## src/rtl/reg_write_arbiter.sv

```systemverilog
// Round-robin write arbiter that shares one external register among NUM_REQ requesters.
// Optional burst locking is built only when ARB_LOCK_EN is defined.
module reg_write_arbiter #(
  parameter int unsigned NUM_REQ  = 4,
  parameter int unsigned WIDTH    = 4,
  parameter int unsigned MAX_LOCK = 3
) (
  input  logic                     clk,
  input  logic                     reset,
  input  logic [NUM_REQ-1:0]       req,
  input  logic [NUM_REQ*WIDTH-1:0] wdata,
  input  logic [NUM_REQ-1:0]       lock,
  output logic [NUM_REQ-1:0]       gnt,
  output logic [WIDTH-1:0]         reg_d,
  output logic                     reg_load,
  output logic                     busy
);

  localparam int unsigned PtrW = (NUM_REQ > 1) ? $clog2(NUM_REQ) : 1;

`ifdef ARB_LOCK_EN
  typedef enum logic [1:0] {StIdle, StGrant, StLocked} state_e;
`else
  typedef enum logic [1:0] {StIdle, StGrant} state_e;
`endif

  state_e               state_q, state_d;
  logic [PtrW-1:0]      ptr_q, ptr_d;
  logic [NUM_REQ-1:0]   gnt_q, gnt_d;
  logic [WIDTH-1:0]     reg_d_q, reg_d_d;
  logic                 load_q, load_d;

  logic [NUM_REQ-1:0]   cand;
  logic                 found;
  int unsigned          idx;
  int unsigned          win;
  int unsigned          win_next;
  logic [PtrW-1:0]      win_p;

`ifdef ARB_LOCK_EN
  logic [3:0]           cnt_q, cnt_d;
  int unsigned          cur;
  logic [PtrW-1:0]      cur_p;
  logic                 lock_win;
`else
  logic                 unused_sigs;
  assign unused_sigs = ^{lock, state_q};
`endif

  // The currently granted requester is masked so nobody wins twice in a row.
  always_comb begin
    cand  = req & ~gnt_q;
    found = 1'b0;
    idx   = 0;
    win   = 0;
    for (int i = 0; i < NUM_REQ; i++) begin
      idx = int'(ptr_q) + i;
      if (idx >= NUM_REQ) idx = idx - NUM_REQ;
      if (!found && cand[PtrW'(idx)]) begin
        found = 1'b1;
        win   = idx;
      end
    end
    win_p    = PtrW'(win);
    win_next = (win + 1 == NUM_REQ) ? 0 : win + 1;
  end

`ifdef ARB_LOCK_EN
  always_comb begin
    cur = 0;
    for (int i = 0; i < NUM_REQ; i++) begin
      if (gnt_q[i]) cur = i;
    end
    cur_p    = PtrW'(cur);
    lock_win = (state_q != StIdle) && req[cur_p] && lock[cur_p] &&
               ((32'(cnt_q) + 32'd1) < MAX_LOCK);
  end
`endif

  always_comb begin
    state_d = StIdle;
    ptr_d   = ptr_q;
    gnt_d   = '0;
    reg_d_d = reg_d_q;
    load_d  = 1'b0;
`ifdef ARB_LOCK_EN
    cnt_d   = '0;
    if (lock_win) begin
      // Locked requester keeps the register; ptr stays put so the burst end resumes fairly.
      state_d = StLocked;
      gnt_d   = gnt_q;
      reg_d_d = wdata[cur*WIDTH +: WIDTH];
      load_d  = 1'b1;
      cnt_d   = cnt_q + 4'd1;
    end else
`endif
    if (found) begin
      state_d        = StGrant;
      gnt_d[win_p]   = 1'b1;
      reg_d_d        = wdata[win*WIDTH +: WIDTH];
      load_d         = 1'b1;
      ptr_d          = PtrW'(win_next);
    end
  end

  always_ff @(posedge clk or posedge reset) begin
    if (reset) begin
      state_q <= StIdle;
      ptr_q   <= '0;
      gnt_q   <= '0;
      reg_d_q <= '0;
      load_q  <= 1'b0;
`ifdef ARB_LOCK_EN
      cnt_q   <= '0;
`endif
    end else begin
      state_q <= state_d;
      ptr_q   <= ptr_d;
      gnt_q   <= gnt_d;
      reg_d_q <= reg_d_d;
      load_q  <= load_d;
`ifdef ARB_LOCK_EN
      cnt_q   <= cnt_d;
`endif
    end
  end

  assign gnt      = gnt_q;
  assign reg_d    = reg_d_q;
  assign reg_load = load_q;
  assign busy     = |gnt_q;

endmodule
```

## config.mk

```make
export PLATFORM = sky130hd
export DESIGN_NAME = reg_write_arbiter
export DESIGN_NICKNAME = d
export VERILOG_FILES = /design/src/rtl/reg_write_arbiter.sv
export SDC_FILE = /design/constraint.sdc
export NUM_CORES = 1
export LEC_CHECK = 0
export BUFFER_PORTS_ARGS = -buffer_cell sky130_fd_sc_hd__buf_2
export CORE_ASPECT_RATIO = 1.25
export CORE_MARGIN = 2
export CORE_UTILIZATION = 52
export CTS_BUF_LIST = sky130_fd_sc_hd__clkbuf_8
export DETAILED_ROUTE_END_ITERATION = 10
export GPL_ROUTABILITY_DRIVEN = 1
export PLACE_DENSITY = 0.89
export SLEW_MARGIN = 20
export SYNTH_ARGS = -nofsm -noshare
export SYNTH_HDL_FRONTEND = slang
export SYNTH_SLANG_ARGS = --single-unit
```

## constraint.sdc

```tcl
create_clock -name clk -period 5.3 [get_ports clk]
set_clock_uncertainty 0.15 [all_clocks]
set_input_delay 0.265 -clock clk [delete_from_list [all_inputs] [get_ports clk]]
set_output_delay 0.265 -clock clk [all_outputs]
set_load 0.01 [all_outputs]
```

==> results of run 1 <==
-- final timing paths --
check                                end  slack (ns)  cells after the start  startpoint
worst max-delay path            ptr_q[1]        1.32                     13    ptr_q[0]
worst min-delay path            reg_d[3]        0.23                      3    wdata[7]
worst min register to register  reg_d[3]        0.33                      2    reg_d[3]
min in group asynchronous       reg_d[2]        0.43                      3       reset
worst max register to register  ptr_q[1]        1.32                     13    ptr_q[0]
max in group asynchronous       ptr_q[0]        4.26                      3       reset
-- per-stage QoR --
step | cells | instance area, um^2
floorplan | 121 | 1090
global placement | 166 | 1230
detailed placement | 166 | 1230
CTS | 171 | 1280
global route | 171 | 1280
finish | 171 | 1280
-- critical path, cell delays in order (launching register included) --
cell      delay (ns)
dfrtp_1         0.58
inv_1           0.21
ha_1            0.49
mux2i_1         0.29
o221a_1         0.23
o211ai_1        0.35
inv_1           0.26
ha_1            0.22
nand2_1         0.08
ha_1            0.20
nor4b_1         0.29
nand4_1         0.16
o41ai_1         0.27
o21ai_1         0.09
-- what timing repair did --
action / CTS / global route
setup endpoints to repair: 0 / 0
endpoints found under the hold margin: 11 / 0
hold buffers: 1 / 0
-- logic make-up (layout without fill, tap and decap cells) --
group | after synthesis | count (layout)
mux | 4 | 4
simple gates | 49 | 49
flops | 11 | 11
buf+inv | 17 | 47
fa+ha+maj | 12 | 12
compound gates | 28 | 28
-- layout make-up --
cell class                      count  area (um^2)  share of cell area, %
Clock buffer                        3         41.3                   3.21
Timing Repair Buffer               33          173                   13.4
Clock inverter                      1         5.00                  0.389
Tap cell                           20         25.0                   1.95
Multi-Input combinational cell     93          728                   56.7
Sequential cell                    11          275                   21.4
Inverter                           10         37.5                   2.92
-- flip-flops by register name, indices dropped and copies added, names as in the netlist --
name and count:
ptr_q 2, reg_d 4, reg_load 1, gnt 4
-- layer usage --
layer | part of all wire [%] | wire length, um
met5 | 0 | 0
met2 | 53 | 1330
met3 | 3.5 | 88
met4 | 0.20 | 5
met1 | 43 | 1060
-- power by group through the flow --
stage	logic, mW	clock network [mW]	registers, mW
after floorplan	0.402	0	0.165
after global placement	0.485	0	0.163
after detailed placement	0.513	0	0.163
after CTS	0.517	0.0829	0.162
after global routing	0.573	0.0884	0.170
final	0.515	0.0824	0.163
-- cell usage in the layout (no fill, tap or decap) --
cell type and count:
a211oi_1 4, a21boi_1 1, a21oi_1 3, a31oi_1 1, and2_1 5, and3_1 5
and4b_1 1, buf_2 31, buf_4 1, clkbuf_8 3, clkinv_2 1, dfrtp_1 11
dlygate4sd3_1 1, ha_1 12, inv_1 9, inv_2 1, mux2_2 1, mux2i_1 2
mux4_2 1, nand2_1 10, nand2b_1 4, nand2b_4 1, nand3_1 7, nand4_1 2
nor2_1 3, nor2b_1 4, nor3_1 3, nor4b_1 2, o2111ai_1 2, o211a_1 4
o211ai_1 2, o21ai_1 4, o221a_1 1, o31a_1 1, o41ai_1 1, o41ai_2 4
or3_1 1, or4_1 1
==> flow_summary.ini, run 1 <==
[timing]
slew_violations = 0
tns_ns = 0
rsz0062_at_grt = no
period_minus_slack_ns = 3.98
timing.fmax_mhz = 251
tightest_slew_ns = 0.921
timing.final.crit_share_pct = 75.0
finalSetupViolCount = 0
relSlewSlack_pct = 38.3
hold_viol_final = 0
worst_slack_ns = 1.32
hold_ws_ns = 0.235

[logic_synthesis]
synth_fa_ha_area_share_pct = 13.8
synthSimpleGateAreaFrac_pct = 25.7
ys_warn_count = 0
synth_nets = 159
synthTopCellsByArea = dfrtp_1 25%, ha_1 14%, o41ai_2 6.0%, o211a_1 3.7%, nand2_1 3.5%
synth_top_area_share_pct = 25.3
synth_common_cells = 12 x ha_1, 11 x dfrtp_1, 10 x nand2_1, 9 x inv_1, 7 x nand3_1
synth_top_family_by_area = simple AND/OR/NAND/NOR gates
synth_seq_cells = 11
synth_xor_area_share_pct = 0
seq_area_frac_synth_pct = 25.3
synth.most_common_cell = ha_1
yosysUniqueCellTypes = 36
async_reset_ff_share_pct = 100
netlist_area_mm2 = 0.00109
synth.area.mux_share_pct = 4.95
synth_area_per_cell_um2 = 8.98
synth-compound-area-share_pct = 22.6
synth_flop_cell = dfrtp_1
synth.largest_area_cell = dfrtp_1
synth_cells = 121
synth_edf_count = 0

[pwr]
p_comb_share_pct = 67.7
clock_power_share_pct = 10.8
pwr-share-seq_pct = 21.5
power_density_mw_per_mm2 = 592
power_switching_mw = 0.358
cellLeakagePower_nw = 0.660
swShare_pct = 47.0
ir_drop_uv = 319
p_total_mw = 0.761
internal_power_mw = 0.403

[clocking]
post_cts_buffers = 0
clk_latency_ns = 0.24
clk_pin_slew_ns = 0.05
ctsResizeCount = 0
h-tree-depth = 1
cts.sinks = 11
cts_made_buffers = 3
root_buffer = clkbuf_8
clockBufferDepth = 2
cts_tree = built

[status]
outcome = completed

[placement]
gp_congestion = 0.889
dp_hpwl_mm = 1.96
io_buffer_count = 31
place_ws_ns = 1.34

[setup_path]
required_ns = 5.26
cp-end-kind = flip-flop
cp.arrival_ns = 3.94
critPathKind = flip-flop to flip-flop
worst-path-max-fanout = 13
cp-start-kind = flip-flop

[floorplan]
core_mm2 = 0.00198
pin_count = 36
start_util_pct = 54.8
die_height_um = 55.1
dieWidth_um = 44.9
num_rows = 18
die_area_mm2 = 0.00247

[grt]
antenna_found_initial = 0
grt_use_met2_pct = 46.4
busiest_layer = met2
met1_usage_pct = 25.6
grt_pass1_vias = 1028
grt_max_degree = 14
grt_pass1_wl_mm = 4.26
track_usage_pct = 23.1
met3_usage_pct = 2.92
gr-total-overflow = 0

[final_layout]
nNetsFinal = 190
fillers = 179
drive_above_1_share_pct = 29.1
diodes = 0
utilization_pct = 64.8
areaGrowthSynthToFinish_pct = 18.3

[worst_hold_path]
hp-class = primary input to flip-flop

[drt]
final_antenna_net_count = 0
via_count = 1007
drt-initial-drc-count = 5
viasPerCell = 5.89
drc_errors = 0
first_pass_iters = 4
wl_mm = 2.48
avgRoutedWirePerCell_um = 14.5

[flow_run]
cap_violations = 0
(Power assumes the default switching activity.)
==> run 2, diff against run 1 <==
==> constraint.sdc (replaced) <==
create_clock -name clk -period 4 [get_ports clk]
set_clock_uncertainty 0.15 [all_clocks]
set_input_delay 0.2 -clock clk [delete_from_list [all_inputs] [get_ports clk]]
set_output_delay 0.2 -clock clk [all_outputs]
set_load 0.01 [all_outputs]
==> run 2 against run 1 <==
Effect of this change:
- sequential share of layout area shrank 0.71 points
- register-to-register slack lost 0.98 ns
- die area is the same
- maximum frequency increased by 8.8%
- first-iteration DRC count rose to 3.8 times the previous value
- non-clock buffer count up 6
- via count up 3.3%
- wire length up 3.9%
- clock-buffer cell count is the same
- highest routed layer unchanged
==> flow_summary.ini, run 2 (synthesis results as in run 1) <==
[final_layout]
areaGrowthSynthToFinish_pct = 22.3
fillers = 177
final_common_cell = buf_2
drive_above_1_share_pct = 31.2
nNetsFinal = 196
diodes = 0
utilization_pct = 67.0
final_cell_mix = 31 x buf_2, 12 x ha_1, 11 x dfrtp_1
stdcell_count = 177

[setup_path]
worstSetupStartpoint = ptr_q[0]
cp.arrival_ns = 3.63
cp-start-kind = flip-flop
worst-path-max-fanout = 9
timing.rr.start = ptr_q[0]
cp-end-kind = flip-flop
critPathKind = flip-flop to flip-flop
required_ns = 3.97

[drt]
wl_met2_mm = 1.38
met1Wirelength_mm = 1.04
final_antenna_net_count = 0
wl_met3_um = 107
drc_errors = 0
first_pass_iters = 4
viasPerCell = 5.88
wl_mm = 2.58
avgRoutedWirePerCell_um = 14.6
drt-initial-drc-count = 19
via_count = 1040
top_layer_used = met4

[status]
outcome = completed

[timing]
period_minus_slack_ns = 3.66
rsz0062_at_grt = no
relSlewSlack_pct = 62.9
worst_slack_ns = 0.345
tightest_slew_ns = 0.553
hold_viol_final = 0
timing.fmax_mhz = 274
timing.final.crit_share_pct = 91.4
finalSetupViolCount = 0
tns_ns = 0
slew_violations = 0

[clocking]
clockBufferDepth = 2
root_buffer = clkbuf_8
cts_tree = built
clk_pin_slew_ns = 0.05
cts_made_buffers = 3
h-tree-depth = 1
ctsResizeCount = 0
clk_latency_ns = 0.24
cts.sinks = 11

[worst_hold_path]
min_from = wdata[6]
hp-class = primary input to flip-flop

[floorplan]
num_rows = 18
die_height_um = 55.1
start_util_pct = 54.8
core_mm2 = 0.00198
die_area_mm2 = 0.00247
pin_count = 36
dieWidth_um = 44.9

[pwr]
ir_drop_uv = 504
cellLeakagePower_nw = 0.691
p_total_mw = 1.07
power_density_mw_per_mm2 = 802

[grt]
grt_pass1_vias = 999
gr-total-overflow = 0
grt_pass1_wl_mm = 4.32
grt_max_degree = 14
antenna_found_initial = 0
track_usage_pct = 24.2

[placement]
dp.cells = 172
place_ws_ns = 0.372
dp_hpwl_mm = 2.03
gp_congestion = 0.843
io_buffer_count = 31

[flow_run]
cap_violations = 0
run 2: routing by layer:
layer	vias to the layer above	GRT usage (%)
met5	-	0
met4	0	10.8
met3	5	1.30
met2	34	47.1
met1	486	26.8
li1	515	-
run 2: cell type report:
cell class                      instances  area, um^2  share of cell area [%]
Clock buffer                            3        41.3                    3.11
Clock inverter                          1        3.75                   0.282
Inverter                               10        37.5                    2.82
Multi-Input combinational cell         93         728                    54.8
Sequential cell                        11         275                    20.7
Tap cell                               20        25.0                    1.88
Timing Repair Buffer                   39         218                    16.4
run 2: critical path: stages (launching register included):
cell     delay [ns]
dfrtp_1        0.38
inv_1          0.16
ha_1           0.36
mux2i_1        0.18
mux2_2         0.29
nor4b_1        0.34
or3_1          0.40
nand3_1        0.13
ha_1           0.30
nor4b_1        0.28
nand4_1        0.18
o41ai_1        0.28
o21ai_1        0.09
run 2: final timing paths:
| kind | to | depth (start not counted) | slack, ns |
|---|---|---|---|
| max in group asynchronous | gnt[0] | 3 | 3.03 |
| max reg2reg | ptr_q[1] | 12 | 0.34 |
| min | reg_d[2] | 3 | 0.17 |
| min reg2reg | reg_d[1] | 2 | 0.34 |
| max | ptr_q[1] | 12 | 0.34 |
| min in group asynchronous | gnt[3] | 3 | 0.37 |
run 2: power by group:
group / switching, mW / total (mW) / internal, mW / leakage [nW]
sequential: 0.0276 / 0.192 / 0.164 / 0.133
clock: 0.0432 / 0.111 / 0.0675 / 0.0269
combinational: 0.417 / 0.762 / 0.346 / 0.531
run 2: through the flow:
stage | cell area, um^2 | hold slack, ns
detailed placement | 1270 | 0.0744
global route | 1330 | 0.179
floorplan | 1090 | -0.0976
global placement | 1270 | 0.0544
finish | 1330 | 0.168
CTS | 1330 | 0.175
run 2: timing repair:
action | 4_1_cts | 5_1_grt
setup buffers | 0 | 0
hold buffers | 1 | 0
endpoints found under the hold margin | 11 | 0
